--- config.mk ---
export PLATFORM = sky130hd
export DESIGN_NAME = tt_response_capture_flat
export DESIGN_NICKNAME = d
export VERILOG_FILES = /design/src/rtl/tt_pkg.sv /design/src/rtl/tt_response_capture_if.sv /design/src/rtl/tt_settle_timer.sv /design/src/rtl/tt_response_capture.sv /design/src/flat_wrapper.sv
export SDC_FILE = /design/constraint.sdc
export NUM_CORES = 1
export LEC_CHECK = 0
export CORE_MARGIN = 5
export CORE_UTILIZATION = 40
export DETAILED_ROUTE_END_ITERATION = 12
export PLACE_DENSITY = 0.66
export SLEW_MARGIN = 10
export SYNTH_ARGS = -nofsm -noshare
export SYNTH_HDL_FRONTEND = slang
export SYNTH_SLANG_ARGS = --single-unit
--- constraint.sdc ---
create_clock -name clk -period 1.76 [get_ports clk]
set_input_delay 0.44 -clock clk [delete_from_list [all_inputs] [get_ports clk]]
set_output_delay 0.44 -clock clk [all_outputs]
set_load 0.1 [all_outputs]
--- src/rtl/tt_pkg.sv ---
// Shared types and helpers for the truth-table response capture block.
package tt_pkg;

  typedef enum logic [1:0] {
    IDLE   = 2'd0,
    WAIT   = 2'd1,
    SAMPLE = 2'd2
  } tt_state_e;

  localparam int unsigned       ERR_W   = 8;
  localparam logic [ERR_W-1:0] ERR_MAX = '1;

  // Number of rows in the truth table of an n-input function.
  function automatic int unsigned tt_width(input int unsigned n_in);
    return 32'd1 << n_in;
  endfunction

endpackage

--- src/rtl/tt_response_capture_if.sv ---
// Vector handshake plus the DUT output being observed.
interface tt_response_capture_if #(
  parameter int N_IN = 3
) ();

  logic            vec_valid;
  logic            vec_ready;
  logic [N_IN-1:0] vec;
  logic            y;

  // Stimulus side: presents vectors and carries the DUT response.
  modport master (
    output vec_valid,
    output vec,
    output y,
    input  vec_ready
  );

  // Capture side.
  modport slave (
    input  vec_valid,
    input  vec,
    input  y,
    output vec_ready
  );

endinterface

--- src/rtl/tt_settle_timer.sv ---
// Down-counter that measures the settle delay between vector acceptance and sampling.
module tt_settle_timer #(
  parameter int SETTLE = 2
) (
  input  logic clk,
  input  logic rst_n,
  input  logic clear,
  input  logic load,
  input  logic dec,
  output logic zero
);

  localparam int          W        = (SETTLE > 0) ? $clog2(SETTLE + 1) : 1;
  localparam int unsigned LOAD_INT = (SETTLE > 0) ? SETTLE - 1 : 0;
  localparam logic [W-1:0] LOAD_VAL = LOAD_INT[W-1:0];

  logic [W-1:0] count;

  // NOTE: sequential state is updated with non-blocking assignments only, so
  // every flop samples the pre-edge value of its inputs regardless of block order.
  always_ff @(posedge clk) begin
    if (!rst_n || clear) begin
      count <= '0;
    end else if (load) begin
      count <= LOAD_VAL;
    end else if (dec && (count != '0)) begin
      count <= count - 1'b1;
    end
  end

  assign zero = (count == '0);

endmodule

--- src/rtl/tt_response_capture.sv ---
// Accepts applied input vectors, waits for the DUT to settle, samples its output
// and builds the observed truth table, coverage and mismatch statistics.
module tt_response_capture
  import tt_pkg::*;
#(
  parameter int                        N_IN   = 3,
  parameter int                        SETTLE = 2,
  parameter logic [tt_width(N_IN)-1:0] EXP_TT = 8'hE8
) (
  input  logic                      clk,
  input  logic                      rst_n,
  input  logic                      clear,
  tt_response_capture_if.slave      vif,
  output logic [tt_width(N_IN)-1:0] obs_tt,
  output logic [tt_width(N_IN)-1:0] cov,
  output logic [ERR_W-1:0]          err_count,
  output logic                      mismatch_pulse,
  output logic                      inconsistent,
  output logic                      done,
  output logic                      pass
);

  tt_state_e       state_q, state_d;
  logic [N_IN-1:0] idx_q;
  logic            ready;
  logic            accept;
  logic            tmr_load;
  logic            tmr_dec;
  logic            tmr_zero;
  logic            sample_en;
  logic            y_mismatch;
  logic            y_clash;

  tt_settle_timer #(
    .SETTLE(SETTLE)
  ) u_settle_timer (
    .clk   (clk),
    .rst_n (rst_n),
    .clear (clear),
    .load  (tmr_load),
    .dec   (tmr_dec),
    .zero  (tmr_zero)
  );

  always_ff @(posedge clk) begin
    if (!rst_n || clear) begin
      state_q <= IDLE;
    end else begin
      state_q <= state_d;
    end
  end

  // NOTE: every output of this block gets a default before the case statement,
  // so no path leaves a signal unassigned and no latch is inferred.
  always_comb begin
    state_d  = state_q;
    ready    = 1'b0;
    accept   = 1'b0;
    tmr_load = 1'b0;
    tmr_dec  = 1'b0;
    unique case (state_q)
      IDLE: begin
        ready = 1'b1;
        if (vif.vec_valid) begin
          accept = 1'b1;
          if (SETTLE == 0) begin
            state_d = SAMPLE;
          end else begin
            state_d  = WAIT;
            tmr_load = 1'b1;
          end
        end
      end
      WAIT: begin
        if (tmr_zero) begin
          state_d = SAMPLE;
        end else begin
          tmr_dec = 1'b1;
        end
      end
      SAMPLE: begin
        state_d = IDLE;
      end
      default: begin
        state_d = IDLE;
      end
    endcase
  end

  assign vif.vec_ready = ready;

  // NOTE: idx_q is a pure datapath register that is always written before it
  // is read (accept precedes SAMPLE), so it deliberately has no reset.
  always_ff @(posedge clk) begin
    if (accept) begin
      idx_q <= vif.vec;
    end
  end

  assign sample_en  = (state_q == SAMPLE);
  assign y_mismatch = (vif.y != EXP_TT[idx_q]);
  assign y_clash    = cov[idx_q] && (obs_tt[idx_q] != vif.y);

  // Table, coverage and statistics; a clear drops any in-flight vector unrecorded.
  always_ff @(posedge clk) begin
    if (!rst_n || clear) begin
      obs_tt         <= '0;
      cov            <= '0;
      err_count      <= '0;
      mismatch_pulse <= 1'b0;
      inconsistent   <= 1'b0;
    end else begin
      mismatch_pulse <= 1'b0;
      if (sample_en) begin
        obs_tt[idx_q]  <= vif.y;
        cov[idx_q]     <= 1'b1;
        mismatch_pulse <= y_mismatch;
        if (y_mismatch && (err_count != ERR_MAX)) begin
          err_count <= err_count + 1'b1;
        end
        if (y_clash) begin
          inconsistent <= 1'b1;
        end
      end
    end
  end

  assign done = &cov;
  assign pass = done && (obs_tt == EXP_TT) && !inconsistent;

endmodule

--- src/flat_wrapper.sv ---
// flat-port wrapper written by rule: the top's interface ports become plain ports
module tt_response_capture_flat import tt_pkg::*;
#(
  parameter int                        N_IN   = 3,
  parameter int                        SETTLE = 2,
  parameter logic [tt_width(N_IN)-1:0] EXP_TT = 8'hE8
)
  (clk, rst_n, clear, obs_tt, cov, err_count, mismatch_pulse, inconsistent, done, pass, vif_vec_valid, vif_vec, vif_y, vif_vec_ready);
  tt_response_capture_if #(.N_IN(N_IN)) vif_i ();
  input  logic clk;
  input  logic rst_n;
  input  logic clear;
  output logic [tt_width(N_IN)-1:0] obs_tt;
  output logic [tt_width(N_IN)-1:0] cov;
  output logic [ERR_W-1:0] err_count;
  output logic mismatch_pulse;
  output logic inconsistent;
  output logic done;
  output logic pass;
  input wire logic [$bits(vif_i.vec_valid)-1:0] vif_vec_valid;
  input wire logic [$bits(vif_i.vec)-1:0] vif_vec;
  input wire logic [$bits(vif_i.y)-1:0] vif_y;
  output wire logic [$bits(vif_i.vec_ready)-1:0] vif_vec_ready;
  assign vif_i.vec_valid = vif_vec_valid;
  assign vif_i.vec = vif_vec;
  assign vif_i.y = vif_y;
  assign vif_vec_ready = vif_i.vec_ready;
  tt_response_capture #(.N_IN(N_IN), .SETTLE(SETTLE), .EXP_TT(EXP_TT)) u_core (.clk(clk), .rst_n(rst_n), .clear(clear), .vif(vif_i), .obs_tt(obs_tt), .cov(cov), .err_count(err_count), .mismatch_pulse(mismatch_pulse), .inconsistent(inconsistent), .done(done), .pass(pass));
endmodule
==> metrics.cfg <==
[route]
drt_pass1_iterations = 4
route.vias.total = 1559
routed_wirelength_mm = 4.27
routed_wire_length_per_instance_um = 14.7
drcViolationCount = 0
viasPerCell = 5.38
drtIter0Drc = 106
ant_nets = 0

[global_routing]
grt_first_pass_wirelength_mm = 7.09
global_route.usage.total_pct = 17.0
grt_remaining_overflow = 0
grt_antenna_before_repair = 0
via_count_of_the_first_global_routing_pass = 1558
grt_max_degree = 17

[worst_setup_path]
cp.buffers_inverters = 1
worst-r2r-cell-count = 5
critical_path.cell_chain = nand4_1, nor2_4, nand4_1, nor4_4, buf_12
worst-setup-path-type = flip-flop to output port
crit-reg2reg-launch = u_core.err_count[0]
cpMaxStageDelayCell = dfxtp_4
cp_top_family = simple AND/OR/NAND/NOR gates
rr_endpoint = u_core.err_count[7]
startpoint_type = flip-flop
crit_required_ps = 1320
r2r_setup_slack_ps = 110
cell_with_the_most_instances_on_the_worst_path = nand4_1
max_stage_delay_ps = 340
endpoint_kind = output port
worstPathMaxFanout = 2
arrival_ps = 1560

[sta]
slew_headroom_pct = 73.3
setup_viol = 2
worst_clock_skew_ps = 6.88
maxSlewViolCount = 0
layout_setup_ws_ps = -240
rsz0062_at_grt = true
fmaxAchievable_mhz = 500
period_minus_slack_ps = 2000
period_share_pct = 114
worstMarginPinSlew_ps = 399
timing_hold_violations_final = 0
fin_tns_setup_ps = -328

[logic_synthesis]
synth_top_cell_by_area = dfxtp_1
async_reset_ff_share_pct = 0
synthesis.area_per_instance_um2 = 9.03
synthCells = 178
post_synth_instance_area_mm2 = 0.00161
synth-seq-area-share_pct = 44.2
synth_ff_type = dfxtp_1
synth-edff-count = 3
yosys.cell_types.count = 43
synthesis.yosys.warnings = 0
synth.cells.most_frequent = dfxtp_1, nor2_1, a21oi_1
synth.area.top_cells = dfxtp_1, nor2_1, edfxtp_1, a21oi_1, mux2i_1
synthMostInstantiatedCell = dfxtp_1
synth.top_cell.area_share_pct = 38.6
total_nets_after_synthesis = 188
synth_seq_cells = 34

[floorplanning]
pin_count = 37
fp.dieH_um = 73.4
core_area_mm2 = 0.00394
core.rowCount = 23
starting_density_of_the_core_pct = 40.8
dieArea_mm2 = 0.00539
chipWidth_um = 73.4

[final_layout]
number_of_antenna_diodes = 0
drive_gt1_share_pct = 40.8
syn_to_final_growth_pct = 65.0
fillCellCount = 300
register_area_um2 = 766
area_of_combinational_cells_with_multiple_inputs_um2 = 861
fin_nets = 249
final_area_mm2 = 0.00265

[clock_network]
root_buffer = clkbuf_8
tritoncts_num_sinks = 34
worst_setup_hold_path_clk_slew_ps = 70
cts_max_path_buffers = 2
worstSkewPairLatency_ps = 280
ctsHtreeMaxLevel = 2
tritoncts.num_buffers = 5
cts_tree = done
post_cts_hold_buffer_count = 0

[outcome]
run_status = finished, violations left
failing_checks = negative setup slack

[pwr]
power_density_mw_per_mm2 = 587
post-layout-total-power_mw = 1.56
irDropWorstVdd_mv = 0.514
power_leakage_nw = 0.995

[place]
gp_congestion = 0.856
pre_cts_ws_ps = -382
buffer_ports.inserted = 36
dp.final_hpwl_mm = 3.30
place_area_mm2 = 0.00252

[min_path]
min_delay_worst_endpoint = u_core.err_count[6]
min_path_type = flip-flop to flip-flop
worstHoldPathCells = 1
holdCritStartpoint = u_core.err_count[6]

[flow_run]
maxCapViolations = 0

-- stage by stage --
stage               std cells  hold WS, ps  utilization [%]
floorplan                 178          490                -
global placement          278          486             64.0
detailed placement        278          503             64.0
CTS                       287          515             66.7
global route              290          529             67.3
finish                    290          510             67.3
-- cell type report --
class	instances	area share (%)
well taps	50	2.36
multi-input cells	131	32.5
flip-flops and latches	34	28.9
clock buffers	7	3.63
clock inverters	1	0.142
repair buffers	62	31.8
inverters	5	0.708
-- worst max-delay path by stage --
stage | cells after the start | to | slack [ps] | from
3_5_place_dp | 5 | u_core.err_count[7] | -380 | vif_y
3_3_place_gp | 5 | u_core.err_count[7] | -360 | vif_y
6_report | 5 | pass | -240 | u_core.cov[0]
2_1_floorplan | 4 | pass | -1260 | u_core.cov[5]
4_1_cts | 5 | pass | -280 | u_core.cov[0]
5_1_grt | 5 | pass | -300 | u_core.cov[0]
-- worst reg2reg max path, cell delays in order, from the launching register on --
cell     delay (ps)
dfxtp_4         370
ha_1            230
nand4_1         170
nand3_1         160
or4_1           500
a21oi_1         150
-- cells in the final DEF (no fill, tap or decap), types with 2 or more instances in the layout --
master           count
a211oi_1             2
a21oi_1             17
and3_1               3
buf_12              29
buf_4               26
clkbuf_8             7
clkdlybuf4s50_1      6
dfxtp_1              7
dfxtp_2             14
dfxtp_4             10
edfxtp_1             3
ha_1                 2
inv_1                5
mux2_2               3
mux2i_1              7
nand2_1             14
nand2b_1             3
nand3_1              5
nand4_1              4
nor2_1              27
nor2_4               2
nor2b_1              2
nor3_1               2
o21ai_0             10
o31ai_1              3
or3_1                3
or4_1                2
xor2_1               2
-- sequential cells by signal, indices dropped and copies added, names as in the netlist, named ones only --
name	cells
u_core.cov	8
u_core.err_count	8
u_core.obs_tt	8
u_core.idx_q	3
u_core.state_q	2
u_core.u_settle_timer.count	2
u_core.inconsistent	1
u_core.mismatch_pulse	1
-- logic make-up (layout without fill, tap and decap cells) --
kind of cell    count (synthesis)  after routing  share of synthesized area, %
simple gates                   77             77                          24.5
compound gates                 37             37                          14.3
flops                          34             34                          44.2
buf+inv                        13             75                          4.12
mux                            11             11                          7.86
fa+ha+maj                       3              3                          2.18
xor+xnor                        3              3                          2.80
-- repair_timing --
| action | 4_1_cts | 5_1_grt |
|---|---|---|
| gates resized for setup | 1 | 0 |
| endpoints found under the setup margin | 4 | 4 |
| cloned | 0 | 0 |
| setup buffers | 1 | 3 |
| endpoints found under the hold margin | 0 | 0 |
| pin swaps | 5 | 0 |
-- report_power, final --
group	total (mW)	switching, mW	internal (mW)
combinational	0.145	0.0814	0.0631
clock	0.622	0.270	0.351
sequential	0.790	0.0128	0.777
-- per-layer routing --
metal | global-route usage, % | share of wire [%]
met5 | 0 | 0
met4 | 5.84 | 0.68
met2 | 30.8 | 53
met3 | 4.65 | 6.1
met1 | 19.1 | 40
(Power assumes the default switching activity.)
